<file path="src/rtl/flappy_pkg.sv">
// Shared types and constants for the flappy-bird game blocks (controller, bird, pipes).
package flappy_pkg;

  localparam int unsigned KEY_W  = 8;
  localparam int unsigned FLAP_W = 8;
  localparam int unsigned BCD_W  = 8;
  localparam int unsigned LOCK_W = 6;

  typedef enum logic [1:0] {
    ST_IDLE = 2'b00,
    ST_PLAY = 2'b01,
    ST_OVER = 2'b10
  } game_state_t;

  localparam logic [FLAP_W-1:0] FLAP_ON   = 8'hFF;
  localparam logic [FLAP_W-1:0] FLAP_OFF  = 8'h00;
  localparam logic [KEY_W-1:0]  KEY_SPACE = 8'h2C;
  localparam logic [BCD_W-1:0]  BCD_MAX   = 8'h99;

endpackage

</file>
<file path="src/rtl/game_ctrl_fsm_bcd2_inc.sv">
// Combinational two-digit BCD increment, saturating at 99.
module bcd2_inc
  import flappy_pkg::*;
(
  input  logic [BCD_W-1:0] i_bcd,
  output logic [BCD_W-1:0] o_bcd_c
);

  logic [3:0] w_tens;
  logic [3:0] w_ones;

  assign w_tens = i_bcd[7:4];
  assign w_ones = i_bcd[3:0];

  always_comb begin
    o_bcd_c = i_bcd;
    if (i_bcd == BCD_MAX) begin
      o_bcd_c = BCD_MAX;
    end else if (w_ones == 4'd9) begin
      o_bcd_c = {4'(w_tens + 4'd1), 4'd0};
    end else begin
      o_bcd_c = {w_tens, 4'(w_ones + 4'd1)};
    end
  end

endmodule

</file>
<file path="src/rtl/game_ctrl_fsm.sv">
// Flappy-bird game controller: IDLE/PLAY/OVER sequencing, flap strobe for the bird
// block, BCD score and best score for the HUD.
module game_ctrl_fsm
  import flappy_pkg::*;
#(
  parameter logic [KEY_W-1:0]  SPACE_CODE  = KEY_SPACE,
  parameter logic [LOCK_W-1:0] LOCK_FRAMES = 6'd60
) (
  input  logic              Clk,
  input  logic              Reset,
  input  logic              frame_clk,
  input  logic [KEY_W-1:0]  keycode,
  input  logic              is_bottom,
  input  logic              pipe_hit,
  input  logic              pipe_pass,
  output logic [1:0]        game_state,
  output logic [FLAP_W-1:0] space_trigger,
  output logic [BCD_W-1:0]  score_bcd,
  output logic [BCD_W-1:0]  best_bcd,
  output logic              new_best
);

  logic              r_fd;
  logic              r_tick;
  logic              r_key_q;
  game_state_t       r_state;
  logic              r_armed;
  logic [FLAP_W-1:0] r_trigger;
  logic [BCD_W-1:0]  r_score;
  logic [BCD_W-1:0]  r_best;
  logic              r_new_best;
  logic [LOCK_W-1:0] r_lock;

  logic              w_key_dn;
  logic              w_press;
  logic              w_hit;
  logic [BCD_W-1:0]  w_score_inc;

  game_state_t       w_state_nxt;
  logic              w_armed_nxt;
  logic [BCD_W-1:0]  w_score_nxt;
  logic [BCD_W-1:0]  w_best_nxt;
  logic              w_new_best_nxt;
  logic [LOCK_W-1:0] w_lock_nxt;

  assign w_key_dn = (keycode == SPACE_CODE);
  assign w_press  = w_key_dn & ~r_key_q;
  assign w_hit    = is_bottom | pipe_hit;

  bcd2_inc u_score_inc (
    .i_bcd   (r_score),
    .o_bcd_c (w_score_inc)
  );

  // Next-state, flap arming, scoring and lock countdown.
  always_comb begin
    w_state_nxt    = r_state;
    w_armed_nxt    = r_armed;
    w_score_nxt    = r_score;
    w_best_nxt     = r_best;
    w_new_best_nxt = r_new_best;
    w_lock_nxt     = r_lock;

    // Set beats clear so a press in the tick cycle still flaps next frame.
    if (w_press && (r_state != ST_OVER)) begin
      w_armed_nxt = 1'b1;
    end else if (r_tick) begin
      w_armed_nxt = 1'b0;
    end

    unique case (r_state)
      ST_IDLE: begin
        if (w_press) begin
          w_state_nxt    = ST_PLAY;
          w_score_nxt    = '0;
          w_new_best_nxt = 1'b0;
        end
      end
      ST_PLAY: begin
        if (w_hit) begin
          w_state_nxt = ST_OVER;
          w_lock_nxt  = LOCK_FRAMES;
          w_armed_nxt = 1'b0;
          if (r_score > r_best) begin
            w_best_nxt     = r_score;
            w_new_best_nxt = 1'b1;
          end
        end else if (pipe_pass) begin
          w_score_nxt = w_score_inc;
        end
      end
      ST_OVER: begin
        if (w_press && (r_lock == '0)) begin
          w_state_nxt = ST_IDLE;
        end
        if (r_tick && (r_lock != '0)) begin
          w_lock_nxt = LOCK_W'(r_lock - 1'b1);
        end
      end
      default: begin
        w_state_nxt = ST_IDLE;
      end
    endcase
  end

  always_ff @(posedge Clk) begin
    if (Reset) begin
      r_fd       <= 1'b0;
      r_tick     <= 1'b0;
      r_key_q    <= 1'b0;
      r_state    <= ST_IDLE;
      r_armed    <= 1'b0;
      r_trigger  <= FLAP_OFF;
      r_score    <= '0;
      r_best     <= '0;
      r_new_best <= 1'b0;
      r_lock     <= '0;
    end else begin
      r_fd       <= frame_clk;
      r_tick     <= frame_clk & ~r_fd;
      r_key_q    <= w_key_dn;
      r_state    <= w_state_nxt;
      r_armed    <= w_armed_nxt;
      r_trigger  <= w_armed_nxt ? FLAP_ON : FLAP_OFF;
      r_score    <= w_score_nxt;
      r_best     <= w_best_nxt;
      r_new_best <= w_new_best_nxt;
      r_lock     <= w_lock_nxt;
    end
  end

  assign game_state    = r_state;
  assign space_trigger = r_trigger;
  assign score_bcd     = r_score;
  assign best_bcd      = r_best;
  assign new_best      = r_new_best;

endmodule
</file>
<file path="config.mk">
export PLATFORM = sky130hd
export DESIGN_NAME = game_ctrl_fsm
export DESIGN_NICKNAME = d
export VERILOG_FILES = /design/src/rtl/flappy_pkg.sv /design/src/rtl/game_ctrl_fsm_bcd2_inc.sv /design/src/rtl/game_ctrl_fsm.sv
export SDC_FILE = /design/constraint.sdc
export NUM_CORES = 1
export LEC_CHECK = 0
export ABC_AREA = 1
export CAP_MARGIN = 20
export CELL_PAD_IN_SITES_DETAIL_PLACEMENT = 1
export CELL_PAD_IN_SITES_GLOBAL_PLACEMENT = 2
export CORE_ASPECT_RATIO = 0.5
export CORE_MARGIN = 3
export CORE_UTILIZATION = 29
export DETAILED_ROUTE_END_ITERATION = 10
export PLACE_DENSITY_LB_ADDON = 0.1
export SYNTH_ARGS = -nofsm -noshare
export SYNTH_HDL_FRONTEND = slang
export SYNTH_SLANG_ARGS = --single-unit
</file>
<file path="constraint.sdc">
create_clock -name Clk -period 2.5 [get_ports Clk]
set_clock_uncertainty 0.15 [all_clocks]
set_input_delay 0.25 -clock Clk [delete_from_list [all_inputs] [get_ports Clk]]
set_output_delay 0.25 -clock Clk [all_outputs]
set_load 0.05 [all_outputs]
</file>
==> impl_metrics.ini <==
[run_status]
status = completed

[timing]
setup_tns_ns = 0
layout_min_cycle_time_ns = 2.10
tightest_slew_ns = 0.505
setup_violations = 0
worst_hold_slack_ns = 0.238
rsz0062_at_grt = no
max_slew_margin_pct = 66.2
fmax_ghz = 0.476
report.final.hold_viol_count = 0
slew_violations = 0
fin_crit_sh_pct = 84.1

[worst_setup_path]
critPathArrivalTime_ns = 1.70
slowest_stage = clkdlybuf4s50_1
worstPathCellList = clkdlybuf4s50_1
cp_max_fo = 7
crit_path_start_kind = register
slowest_delay_ns = 0.88
cp_top_family = buffers and inverters
critPathKind = register to output port
crit_path_end_kind = output port
cp_num_buf_inv = 1
cp.required_ns = 2.10

[clocking]
cts-root-buf = clkbuf_16
clock_path_buffers = 2
cts_buffers = 5
worstSkewPairLatency_ns = 0.28
cts_tree = built
cts_hold_buffers = 0
clock_sinks = 29
postCtsSetupRepairBufs = 0
cts_max_level = 2
post_cts_resized = 0
clk_pin_slew_ns = 0.05

[die]
coreArea_mm2 = 0.00563
die_x_um = 115
fp-row-count = 19
dieArea_mm2 = 0.00700
start_util_pct = 30.8
io_pins = 41
die_h_um = 60.7

[finish]
final_util_pct = 41.3
area_delta_synth_final_pct = 34.1
fillers = 716
final_cells = 355
fin_nets = 309
diodes = 0
drive_above_1_share_pct = 12.8

[global_routing]
antenna_found_initial = 0
grt_pass1_vias = 1681
grt-ovfl-total = 0
grt_max_degree = 13
grt_pass1_wl_um = 8380
track_usage_pct = 15.8

[pwr]
ir_worst_vdd_uv = 251
pwr_density_cell_mw_per_mm2 = 511
p_leak_nw = 0.907
finalPower_mw = 1.19

[synthesis]
synth_area_leaders = dfxtp_1 (33%), ha_1 (10%), nand2_1 (8.7%)
synth_warnings = 0
synth_cell_type_count = 27
syn_avg_cell_area_um2 = 7.23
syn_nets = 268
synth_area_leader_cell = dfxtp_1
ys_seq_area_share_pct = 33.5
syn_area_mm2 = 0.00173
synth-seq-cells = 29
syn_inst = 240
yosys.area.top_type_share_pct = 33.5

[detailed_routing]
drtPass1Iterations = 4
num_vias = 1644
vias_per_cell = 4.63
avgRoutedWirePerCell_um = 13.5
route.detailed.drc = 0
ant_nets = 0
drt_iter0_drc = 65
routed_wirelength_um = 4800

[placement]
io_buffers = 40
place_congestion = 0.789
place_hpwl_um = 3650
dp_cells = 347

[run]
cap_viol_max_count = 0

[hold_path]
holdCritPathClass = register to register
[stage by stage]
step / area (um2) / worst slack, ns
final: 2320 / 0.398
after global routing: 2320 / 0.369
after CTS: 2320 / 0.411
after detailed placement: 2190 / 0.585
after global placement: 2190 / 0.616
after floorplan: 1730 / 0.442
[Yosys cell counts]
master	n
nand2_1	40
nor3_1	4
nand4_1	2
or2_0	1
ha_1	14
a21o_1	1
nor2_1	25
o22ai_1	1
nor2_4	2
nor3_2	2
nand3_1	13
o21ai_0	11
clkbuf_1	2
a31o_2	1
inv_1	27
inv_4	1
nand3_2	2
nor2_2	1
a211oi_1	2
nand2_2	8
nand2_4	4
inv_2	6
o21ai_1	2
dfxtp_1	29
xor2_1	3
buf_4	8
a21oi_1	28
[power breakdown]
part	switching, mW	internal, mW	total [mW]	leakage [nW]
registers	0.00892	0.472	0.480	0.234
clock network	0.210	0.370	0.580	0.0652
logic	0.0759	0.0519	0.128	0.607
total	0.295	0.893	1.19	0.907
[sequential cells by signal, indices dropped and copies added (netlist names)]
| name | cells |
|---|---|
| best_bcd | 8 |
| game_state | 2 |
| new_best | 1 |
| r_fd | 1 |
| r_key_q | 1 |
| r_lock | 6 |
| r_tick | 1 |
| score_bcd | 8 |
| space_trigger | 1 |
[cells by family (layout without fill, tap and decap cells)]
logic type / Yosys count / in the layout / share of synthesized area, %
AND/OR/NAND/NOR: 104 / 104 / 29.5
AO/OA/AOI/OAI: 46 / 46 / 14.0
buffers and inverters: 44 / 86 / 11.4
flip-flops: 29 / 29 / 33.5
adder cells (fa/ha/maj): 14 / 14 / 10.1
XOR/XNOR: 3 / 3 / 1.52
[per-layer routing]
layer / share of wire [%] / track usage, % / up-vias
met4: 0.67 / 4.01 / 0
met2: 44 / 24.9 / 23
met1: 52 / 21.2 / 762
met5: 0 / 0 / -
met3: 3.6 / 4.98 / 5
li1: - / - / 854
[worst paths after layout]
| kind | from | endpoint | slack, ns | cells after the start |
|---|---|---|---|---|
| setup / recovery | score_bcd[2] | score_bcd[2] | 0.40 | 1 |
| hold / removal | r_fd | r_tick | 0.24 | 1 |
| setup reg to reg | score_bcd[2] | best_bcd[2] | 0.57 | 12 |
| hold reg to reg | r_fd | r_tick | 0.24 | 1 |
[final cells by class]
class / instances / area (um2) / area share, %
sequential: 29 / 581 / 25.0
tap: 73 / 91.3 / 3.93
multi-input combinational: 167 / 956 / 41.1
timing repair buffer: 44 / 430 / 18.5
clock buffer: 8 / 136 / 5.87
inverter: 34 / 130 / 5.60
[cells in the final DEF (no fill, tap or decap)]
cell / Yosys / layout
a211oi_1: 2 / 2
a21o_1: 1 / 1
a21oi_1: 28 / 28
a31o_2: 1 / 1
buf_4: 8 / 4
clkbuf_1: 2 / 3
clkbuf_16: 0 / 5
clkdlybuf4s50_1: 0 / 40
dfxtp_1: 29 / 29
ha_1: 14 / 14
inv_1: 27 / 27
inv_2: 6 / 6
inv_4: 1 / 1
nand2_1: 40 / 40
nand2_2: 8 / 8
nand2_4: 4 / 4
nand3_1: 13 / 13
nand3_2: 2 / 2
nand4_1: 2 / 2
nor2_1: 25 / 25
nor2_2: 1 / 1
nor2_4: 2 / 2
nor3_1: 4 / 4
nor3_2: 2 / 2
o21ai_0: 11 / 11
o21ai_1: 2 / 2
o22ai_1: 1 / 1
or2_0: 1 / 1
xor2_1: 3 / 3
(Power assumes the default switching activity.)
